--- src/rtl/tri_input_stabilizer_pkg.sv ---
// Shared types and constants for the three-input stabilizer front-end.
// Bit positions follow the downstream gate's {in1,in2,in3} case ordering.
package tri_stab_pkg;

    localparam int VEC_W   = 3;
    localparam int IDX_IN1 = 2;
    localparam int IDX_IN2 = 1;
    localparam int IDX_IN3 = 0;

    typedef enum logic [0:0] {
        ST_IDLE    = 1'b0,
        ST_PRESENT = 1'b1
    } state_t;

endpackage

--- src/rtl/tri_input_stabilizer_if.sv ---
// Valid/ready handshake bundle between the stabilizer and the 3-input gate.
// The master modport is the stabilizer side; the slave modport is the consumer side.
interface tri_stab_if;
    import tri_stab_pkg::*;

    logic [VEC_W-1:0] vec_o;
    logic             vec_valid;
    logic             vec_ready;
    logic             overflow;

    modport master (output vec_o, output vec_valid, output overflow, input vec_ready);
    modport slave  (input vec_o, input vec_valid, input overflow, output vec_ready);
endinterface

--- src/rtl/tri_input_stabilizer_bit_sync.sv ---
// Multi-flop synchronizer for one raw asynchronous line.
// The first stage is the only flop that may go metastable; q is taken from the last stage.
module bit_sync #(
    parameter int STAGES = 2
) (
    input  logic clk,
    input  logic rst_n,
    input  logic d,
    output logic q
);

    logic [STAGES-1:0] chain_r;

    // Shift the raw sample through the synchronizer chain.
    always_ff @(posedge clk or negedge rst_n) begin
        if (!rst_n) begin
            chain_r <= '0;
        end else begin
            chain_r <= {chain_r[STAGES-2:0], d};
        end
    end

    assign q = chain_r[STAGES-1];

endmodule

--- src/rtl/tri_input_stabilizer.sv ---
// Synchronizes and debounces three raw lines as one vector and hands only
// stable, changed vectors to the downstream gate over valid/ready.
module tri_input_stabilizer
    import tri_stab_pkg::*;
#(
    parameter int SYNC_STAGES   = 2,
    parameter int STABLE_CYCLES = 4,
    parameter int CNT_W         = 8
) (
    input  logic       clk,
    input  logic       rst_n,
    input  logic       in1,
    input  logic       in2,
    input  logic       in3,
    tri_stab_if.master bus
);

    logic [VEC_W-1:0] sync_s;
    logic [VEC_W-1:0] cand_r;
    logic [CNT_W-1:0] cnt_r;
    logic [VEC_W-1:0] last_seen_r;
    logic [VEC_W-1:0] vec_r;
    logic [VEC_W-1:0] pend_r;
    logic             pend_full_r;
    logic             overflow_r;
    state_t           state_r;

    logic             stable_evt_s;
    logic             qual_evt_s;
    logic             accept_s;

    bit_sync #(.STAGES(SYNC_STAGES)) u_sync_in1 (.clk(clk), .rst_n(rst_n), .d(in1), .q(sync_s[IDX_IN1]));
    bit_sync #(.STAGES(SYNC_STAGES)) u_sync_in2 (.clk(clk), .rst_n(rst_n), .d(in2), .q(sync_s[IDX_IN2]));
    bit_sync #(.STAGES(SYNC_STAGES)) u_sync_in3 (.clk(clk), .rst_n(rst_n), .d(in3), .q(sync_s[IDX_IN3]));

    // Saturation means the STABLE_CYCLES-1 value is crossed once per candidate.
    assign stable_evt_s = (sync_s == cand_r) && (cnt_r == CNT_W'(STABLE_CYCLES - 1));
    assign qual_evt_s   = stable_evt_s && (cand_r != last_seen_r);
    assign accept_s     = (state_r == ST_PRESENT) && bus.vec_ready;

    // Candidate tracking and stability counter.
    always_ff @(posedge clk or negedge rst_n) begin
        if (!rst_n) begin
            cand_r <= {VEC_W{1'b0}};
            cnt_r  <= {CNT_W{1'b0}};
        end else if (sync_s != cand_r) begin
            cand_r <= sync_s;
            cnt_r  <= {CNT_W{1'b0}};
        end else if (cnt_r != CNT_W'(STABLE_CYCLES)) begin
            cnt_r  <= cnt_r + CNT_W'(1);
        end else begin
            cnt_r  <= cnt_r;
        end
    end

    // Most recent qualifying vector; reset value 000 is treated as already committed.
    always_ff @(posedge clk or negedge rst_n) begin
        if (!rst_n) begin
            last_seen_r <= {VEC_W{1'b0}};
        end else if (qual_evt_s) begin
            last_seen_r <= cand_r;
        end else begin
            last_seen_r <= last_seen_r;
        end
    end

    // Handshake FSM with output register, single-entry pending slot and sticky overflow.
    always_ff @(posedge clk or negedge rst_n) begin
        if (!rst_n) begin
            state_r     <= ST_IDLE;
            vec_r       <= {VEC_W{1'b0}};
            pend_r      <= {VEC_W{1'b0}};
            pend_full_r <= 1'b0;
            overflow_r  <= 1'b0;
        end else begin
            case (state_r)
                ST_IDLE: begin
                    if (qual_evt_s) begin
                        vec_r   <= cand_r;
                        state_r <= ST_PRESENT;
                    end
                end
                ST_PRESENT: begin
                    if (accept_s) begin
                        // A fresh event on the accept cycle supersedes anything queued.
                        if (qual_evt_s) begin
                            vec_r       <= cand_r;
                            pend_full_r <= 1'b0;
                        end else if (pend_full_r) begin
                            vec_r       <= pend_r;
                            pend_full_r <= 1'b0;
                        end else begin
                            state_r     <= ST_IDLE;
                        end
                    end else if (qual_evt_s) begin
                        pend_r      <= cand_r;
                        pend_full_r <= 1'b1;
                        if (pend_full_r) begin
                            overflow_r <= 1'b1;
                        end
                    end
                end
                default: begin
                    state_r     <= ST_IDLE;
                    pend_full_r <= 1'b0;
                end
            endcase
        end
    end

    assign bus.vec_o     = vec_r;
    assign bus.vec_valid = (state_r == ST_PRESENT);
    assign bus.overflow  = overflow_r;

endmodule

--- src/flat_wrapper.sv ---
// flat-port wrapper written by rule: the top's interface ports become plain ports
module tri_input_stabilizer_flat import tri_stab_pkg::*;
#(
    parameter int SYNC_STAGES   = 2,
    parameter int STABLE_CYCLES = 4,
    parameter int CNT_W         = 8
)
  (clk, rst_n, in1, in2, in3, bus_vec_o, bus_vec_valid, bus_overflow, bus_vec_ready);
  tri_stab_if bus_i ();
  input  logic clk;
  input  logic rst_n;
  input  logic in1;
  input  logic in2;
  input  logic in3;
  output wire logic [$bits(bus_i.vec_o)-1:0] bus_vec_o;
  output wire logic [$bits(bus_i.vec_valid)-1:0] bus_vec_valid;
  output wire logic [$bits(bus_i.overflow)-1:0] bus_overflow;
  input wire logic [$bits(bus_i.vec_ready)-1:0] bus_vec_ready;
  assign bus_vec_o = bus_i.vec_o;
  assign bus_vec_valid = bus_i.vec_valid;
  assign bus_overflow = bus_i.overflow;
  assign bus_i.vec_ready = bus_vec_ready;
  tri_input_stabilizer #(.SYNC_STAGES(SYNC_STAGES), .STABLE_CYCLES(STABLE_CYCLES), .CNT_W(CNT_W)) u_core (.clk(clk), .rst_n(rst_n), .in1(in1), .in2(in2), .in3(in3), .bus(bus_i));
endmodule
--- config.mk ---
export PLATFORM = sky130hd
export DESIGN_NAME = tri_input_stabilizer_flat
export DESIGN_NICKNAME = d
export VERILOG_FILES = /design/src/rtl/tri_input_stabilizer_pkg.sv /design/src/rtl/tri_input_stabilizer_if.sv /design/src/rtl/tri_input_stabilizer_bit_sync.sv /design/src/rtl/tri_input_stabilizer.sv /design/src/flat_wrapper.sv
export SDC_FILE = /design/constraint.sdc
export NUM_CORES = 1
export LEC_CHECK = 0
export BUFFER_PORTS_ARGS = -buffer_cell sky130_fd_sc_hd__buf_2
export CORE_MARGIN = 2
export CORE_UTILIZATION = 56
export CTS_BUF_LIST = sky130_fd_sc_hd__clkbuf_8
export CTS_CLUSTER_DIAMETER = 120
export CTS_CLUSTER_SIZE = 25
export DETAILED_ROUTE_END_ITERATION = 8
export GPL_TIMING_DRIVEN = 1
export PLACE_DENSITY = 0.75
export SLEW_MARGIN = 30
export SYNTH_ARGS = -nofsm -noshare
export SYNTH_HDL_FRONTEND = slang
export SYNTH_SLANG_ARGS = --single-unit
--- constraint.sdc ---
create_clock -name clk -period 4.8 [get_ports clk]
set_clock_uncertainty 0.2 [all_clocks]
set_input_delay 0.48 -clock clk [delete_from_list [all_inputs] [get_ports clk]]
set_output_delay 0.48 -clock clk [all_outputs]
set_load 0.005 [all_outputs]
# After elaboration in Yosys (flattened, before gate mapping)
# Index checks and enable logic that the tools add are counted.
# totals
register_bits,29
# classes
n_addsub,1
n_eq_ne,8
mux,14
bitwise,2
reduce_logical,9
# ops
cell,n
$mux W8,2
$mux W3,4
$add A8 B1 Y8 const B,1
$eq A8 B2 Y1 const B,1
$ne A8 B3 Y1 const B,1
$mux W1,6
$ne A3 B3 Y1,2
$pmux W3 S2,1
$reduce_and A3 Y1,2
$reduce_and A4 Y1,1
$reduce_bool A2 Y1,2
$eq A3 B3 Y1,1
$logic_and A1 B1 Y1,3
$ne A3 B2 Y1 const B,1
$ne A2 B1 Y1 const B,1
$ne A2 B2 Y1 const B,1
$not A1 Y1,2
$pmux W1 S2,1
$reduce_and A2 Y1,1

# Logic depth before layout (Yosys ltp)
# depth
ltp_word,6
depth_mapped,5

# Cells and area by module
# Synthesis repeated with hierarchy kept, for this count alone.
# unflattened
hier_cells,109
area_unflattened_um2,1234.9
# by_module_without_submodules
module,n_inst,cells_per_inst,area_each_um2,seq_area_each_um2
tri_input_stabilizer,1,103,1084.8,575.6
bit_sync,3,2,50.0,50.0

# Worst setup path before layout
# Ideal clock, no wire load.
# synth_path
kind,register -> register
start,register u_core.cand_r[2]
end,register u_core.pend_r[0]
setup_time_ns,0.125
t_arrival_ns,1.552
t_required_ns,4.475
path_slack_ns,2.924
path_stages_with_launch,5
n_path_buf,0
path_cell_list,dfrtp_1 > xnor2_1 > nand3_1 > nor4b_4 > mux2_2
# synth_between
elab_chain_len,4
# synth_lines
element,line_no,text
"start, declared",tri_input_stabilizer.sv:19,logic [VEC_W-1:0] cand_r;
"start signal, assigned",tri_input_stabilizer.sv:44,cand_r <= {VEC_W{1'b0}};
"start signal, assigned",tri_input_stabilizer.sv:47,cand_r <= sync_s;
$eq A3 B3 Y1,tri_input_stabilizer.sv:37,assign stable_evt_s = (sync_s == cand_r) && (cnt_r == CNT_W'(STABLE_CYCLES - 1));
$logic_and A1 B1 Y1,tri_input_stabilizer.sv:37,
$logic_and A1 B1 Y1 *,tri_input_stabilizer.sv:38,assign qual_evt_s = stable_evt_s && (cand_r != last_seen_r);
$reduce_and A3 Y1 (no line) *,n/a,
"end signal, assigned",tri_input_stabilizer.sv:72,pend_r <= {VEC_W{1'b0}};
"end signal, assigned",tri_input_stabilizer.sv:96,pend_r <= cand_r;
"end, declared",tri_input_stabilizer.sv:23,logic [VEC_W-1:0] pend_r;
# Mark *: on every way between the ends. The rest lies on a longest branch, timed or not.
# A chain may end at the register's enable or synchronous reset.

# Worst setup path in the final report
# layout_path
start,register u_core.cand_r[1]
end,register u_core.pend_r[0]
# The elaborated chain is that of the path after synthesis.

==> key figures <==
STA
  • Period minus WS final: approximately 2.4 ns
  • Final Hold Viols: 0
  • Max-slew headroom: between 50 and 60%
  • RSZ-0062 raised after global routing: no
  • Actual slew at the worst max-slew pin: ~0.69 ns
  • Max-slew violation count: 0
  • Endpoints failing setup: 0
  • Fmax: 0.415 GHz
  • Worst Slack Setup Final: between 2 and 2.5 ns
  • Fin crit share: 50.1%
  • Setup_tns: 0 ns
  • Hold slack: ~0.019 ns

CTS
  • Reg clk slew, reported paths: 0.07 ns
  • Clock root buffer: clkbuf_8
  • Sink Count: 29
  • TritonCTS clock tree: done
  • # resized after CTS: 0
  • Clock Path Buffers: 2
  • H-tree levels: 2
  • Clock latency on the worst-skew pair: 0.28 ns
  • Post-CTS Setup Repair Bufs: 0
  • CTS Buf Count: 5
  • CTS Hold Bufs: 0

Synthesis
  • Synth Net Count: roughly 120
  • Top-area cell type share of the netlist area: 55.9%
  • Post-synthesis sequential area ratio: 55.9%
  • Main synth FF type: dfrtp_1
  • Post-synthesis register bit count: 29
  • Largest cells by area after synthesis: dfrtp_1 (56%), mux2_2 (5.2%), xnor2_1 (4.0%)
  • Yosys top cell by area: dfrtp_1
  • Mapped Cells: 107
  • Post-synth EDFFs: 0
  • Mapped Avg Cell Area: 12.1 µm²
  • Ys async rst share: 100%
  • Yosys cell types: 33
  • Yosys Warn Count: 0
  • Mapped Area: 1300 µm²

Outcome
  • Outcome: complete, no violations

Power
  • Maximum vdd ir drop: 0.000298 V
  • Combinational share of power: ~4%
  • Clock share of power: 47.8%
  • Pwr Total: 0.529 mW
  • Switching fraction of total power: 19.8%
  • Reg power frac: 48.2%
  • Static leakage: 0.690 nW
  • Power Density: 356 nW/µm²
  • Internal power: 0.424 mW
  • P_sw: 0.105 mW

Route
  • Initial DRC count: 8
  • Routed length per instance: 14.6 µm
  • ANT nets after route: 0
  • Detailed Routing Iterations Pass 1: 4
  • Vias per inst: 5.76
  • Remaining DRCs: 0
  • Drt total wl: 2180 µm
  • DR vias: 858

Die
  • Core area: 2210 µm²
  • I/O pin count: 11
  • Height of the die: 52.2 µm
  • Die width: between 50 and 60 µm
  • Std cell rows: 17
  • Starting density of the core: 58.7%
  • Die ar.: 2720 µm²

Final layout
  • Fraction of layout cells with a size suffix above 1: 24.0%
  • Final instance area: between 1000 and 1500 µm²
  • Commonest non-fill, non-tap cell in the layout: dfrtp_1
  • Number of fill cells: 171
  • Non-Filler Instances: around 150
  • Most frequent cells in the layout: dfrtp_1 (29), buf_2 (10), inv_1 (9)
  • FF+latch area: 726 µm²
  • Fin util: 67.1%
  • Multi-input logic area: about 530 µm²
  • Area growth syn-to-layout: 14.4%
  • Final #Nets: about 130
  • # diodes: 0

Setup path
  • R2R setup slack: roughly 2.4 ns
  • WS Path Type: register to register
  • Worst setup EP type: register
  • FF-to-FF Start: u_core.cand_r[1]$_DFFE_PN0N_
  • Reg2Reg Capture Point: u_core.pend_r[0]$_DFFE_PN0P_
  • Startpoint Class: register
  • Worst Path Required: 4.76 ns
  • CP Data Arrival Time: 2.36 ns
  • CP max FO: 16
  • Reg2Reg Depth: 4

Place
  • Port Buf Inserts: 10
  • Inst Count DP: 141
  • Post-DP Area: 1370 µm²
  • Routability cong.: 0.744
  • Dpl hpwl: 1500 µm
  • Place WS: around 2.4 ns

Run
  • Max_cap viols: 0

GRT
  • Largest net degree at the start of global routing: 30
  • Vias in the first global route: 851
  • GRT Total Usage: 19.6%
  • First-pass GRT wire length: around 3700 µm
  • Initial antenna violation count: 0
  • Gr ovfl total: 0

Worst hold path
  • Worst min path class: input port to async pin
==> kinds of logic after synthesis <==
group / share of synthesized area (%)
compound gates: 8.67
xor+xnor: 6.74
fa+ha+maj: 1.93
buf+inv: 3.47
flops: 55.9
mux: 5.97
simple gates: 17.3
==> power by group through the flow <==
| stage | clock [mW] | sequential, mW | combinational (mW) |
|---|---|---|---|
| CTS | 0.260 | 0.255 | 0.0215 |
| global placement | 0 | 0.259 | 0.0208 |
| finish | 0.253 | 0.255 | 0.0209 |
| floorplan | 0 | 0.258 | 0.0124 |
| detailed placement | 0 | 0.260 | 0.0214 |
| global route | 0.268 | 0.256 | 0.0243 |
==> worst max-delay path: stages (launching register included) <==
cell and delay [ns]:
dfrtp_1 0.45, xnor2_1 0.18, nand3_1 0.51, nor4b_4 0.57, mux2_2 0.38
==> how the worst max path moves through the flow <==
stage	to	depth (start not counted)	start
after floorplan	u_core.pend_r[0]$_DFFE_PN0P_	4	u_core.cand_r[2]$_DFFE_PN0N_
after global placement	u_core.pend_r[0]$_DFFE_PN0P_	4	u_core.cand_r[2]$_DFFE_PN0N_
after detailed placement	u_core.pend_r[0]$_DFFE_PN0P_	4	u_core.cand_r[1]$_DFFE_PN0N_
after CTS	u_core.pend_r[0]$_DFFE_PN0P_	4	u_core.cand_r[1]$_DFFE_PN0N_
after global routing	u_core.bus.vec_o[2]$_DFFE_PN0P_	4	u_core.cand_r[1]$_DFFE_PN0N_
final	u_core.pend_r[0]$_DFFE_PN0P_	4	u_core.cand_r[1]$_DFFE_PN0N_
==> cell type report <==
type | instances | area share, %
well taps | 28 | 2.36
repair buffers | 10 | 3.37
inverters | 8 | 2.02
multi-input cells | 66 | 35.6
clock inverters | 2 | 2.27
flip-flops and latches | 29 | 48.9
clock buffers | 6 | 5.56
==> sequential cells by signal, summed over array words and instances (netlist names), 2 cells and up <==
| register | cells |
|---|---|
| u_core.cnt_r | 8 |
| u_core.bus.vec_o | 3 |
| u_core.cand_r | 3 |
| u_core.last_seen_r | 3 |
| u_core.pend_r | 3 |
| u_core.u_sync_in1.chain_r | 2 |
| u_core.u_sync_in2.chain_r | 2 |
| u_core.u_sync_in3.chain_r | 2 |
==> metal layers <==
| metal | wire length [µm] | GRT usage, % | up-vias |
|---|---|---|---|
| met5 | 0 | 0 | - |
| met4 | 43 | 10.3 | 0 |
| met3 | 93 | 5.17 | 5 |
| met2 | 1050 | 32.1 | 19 |
| met1 | 987 | 23.5 | 432 |
| li1 | - | - | 402 |
==> cells in the mapped netlist, types with 2 or more instances <==
master and count:
nor2_1 8, nand2_1 3, nor3_2 2, xor2_1 4, inv_1 8, a21oi_1 2
nand3_1 4, ha_1 2, o31ai_1 3, xnor2_1 6, dfrtp_1 29, clkbuf_1 4
mux2_2 6, and3_1 2, o221ai_1 3, and2_1 3, nor3_1 2
Power figures use the tool's default switching activity.
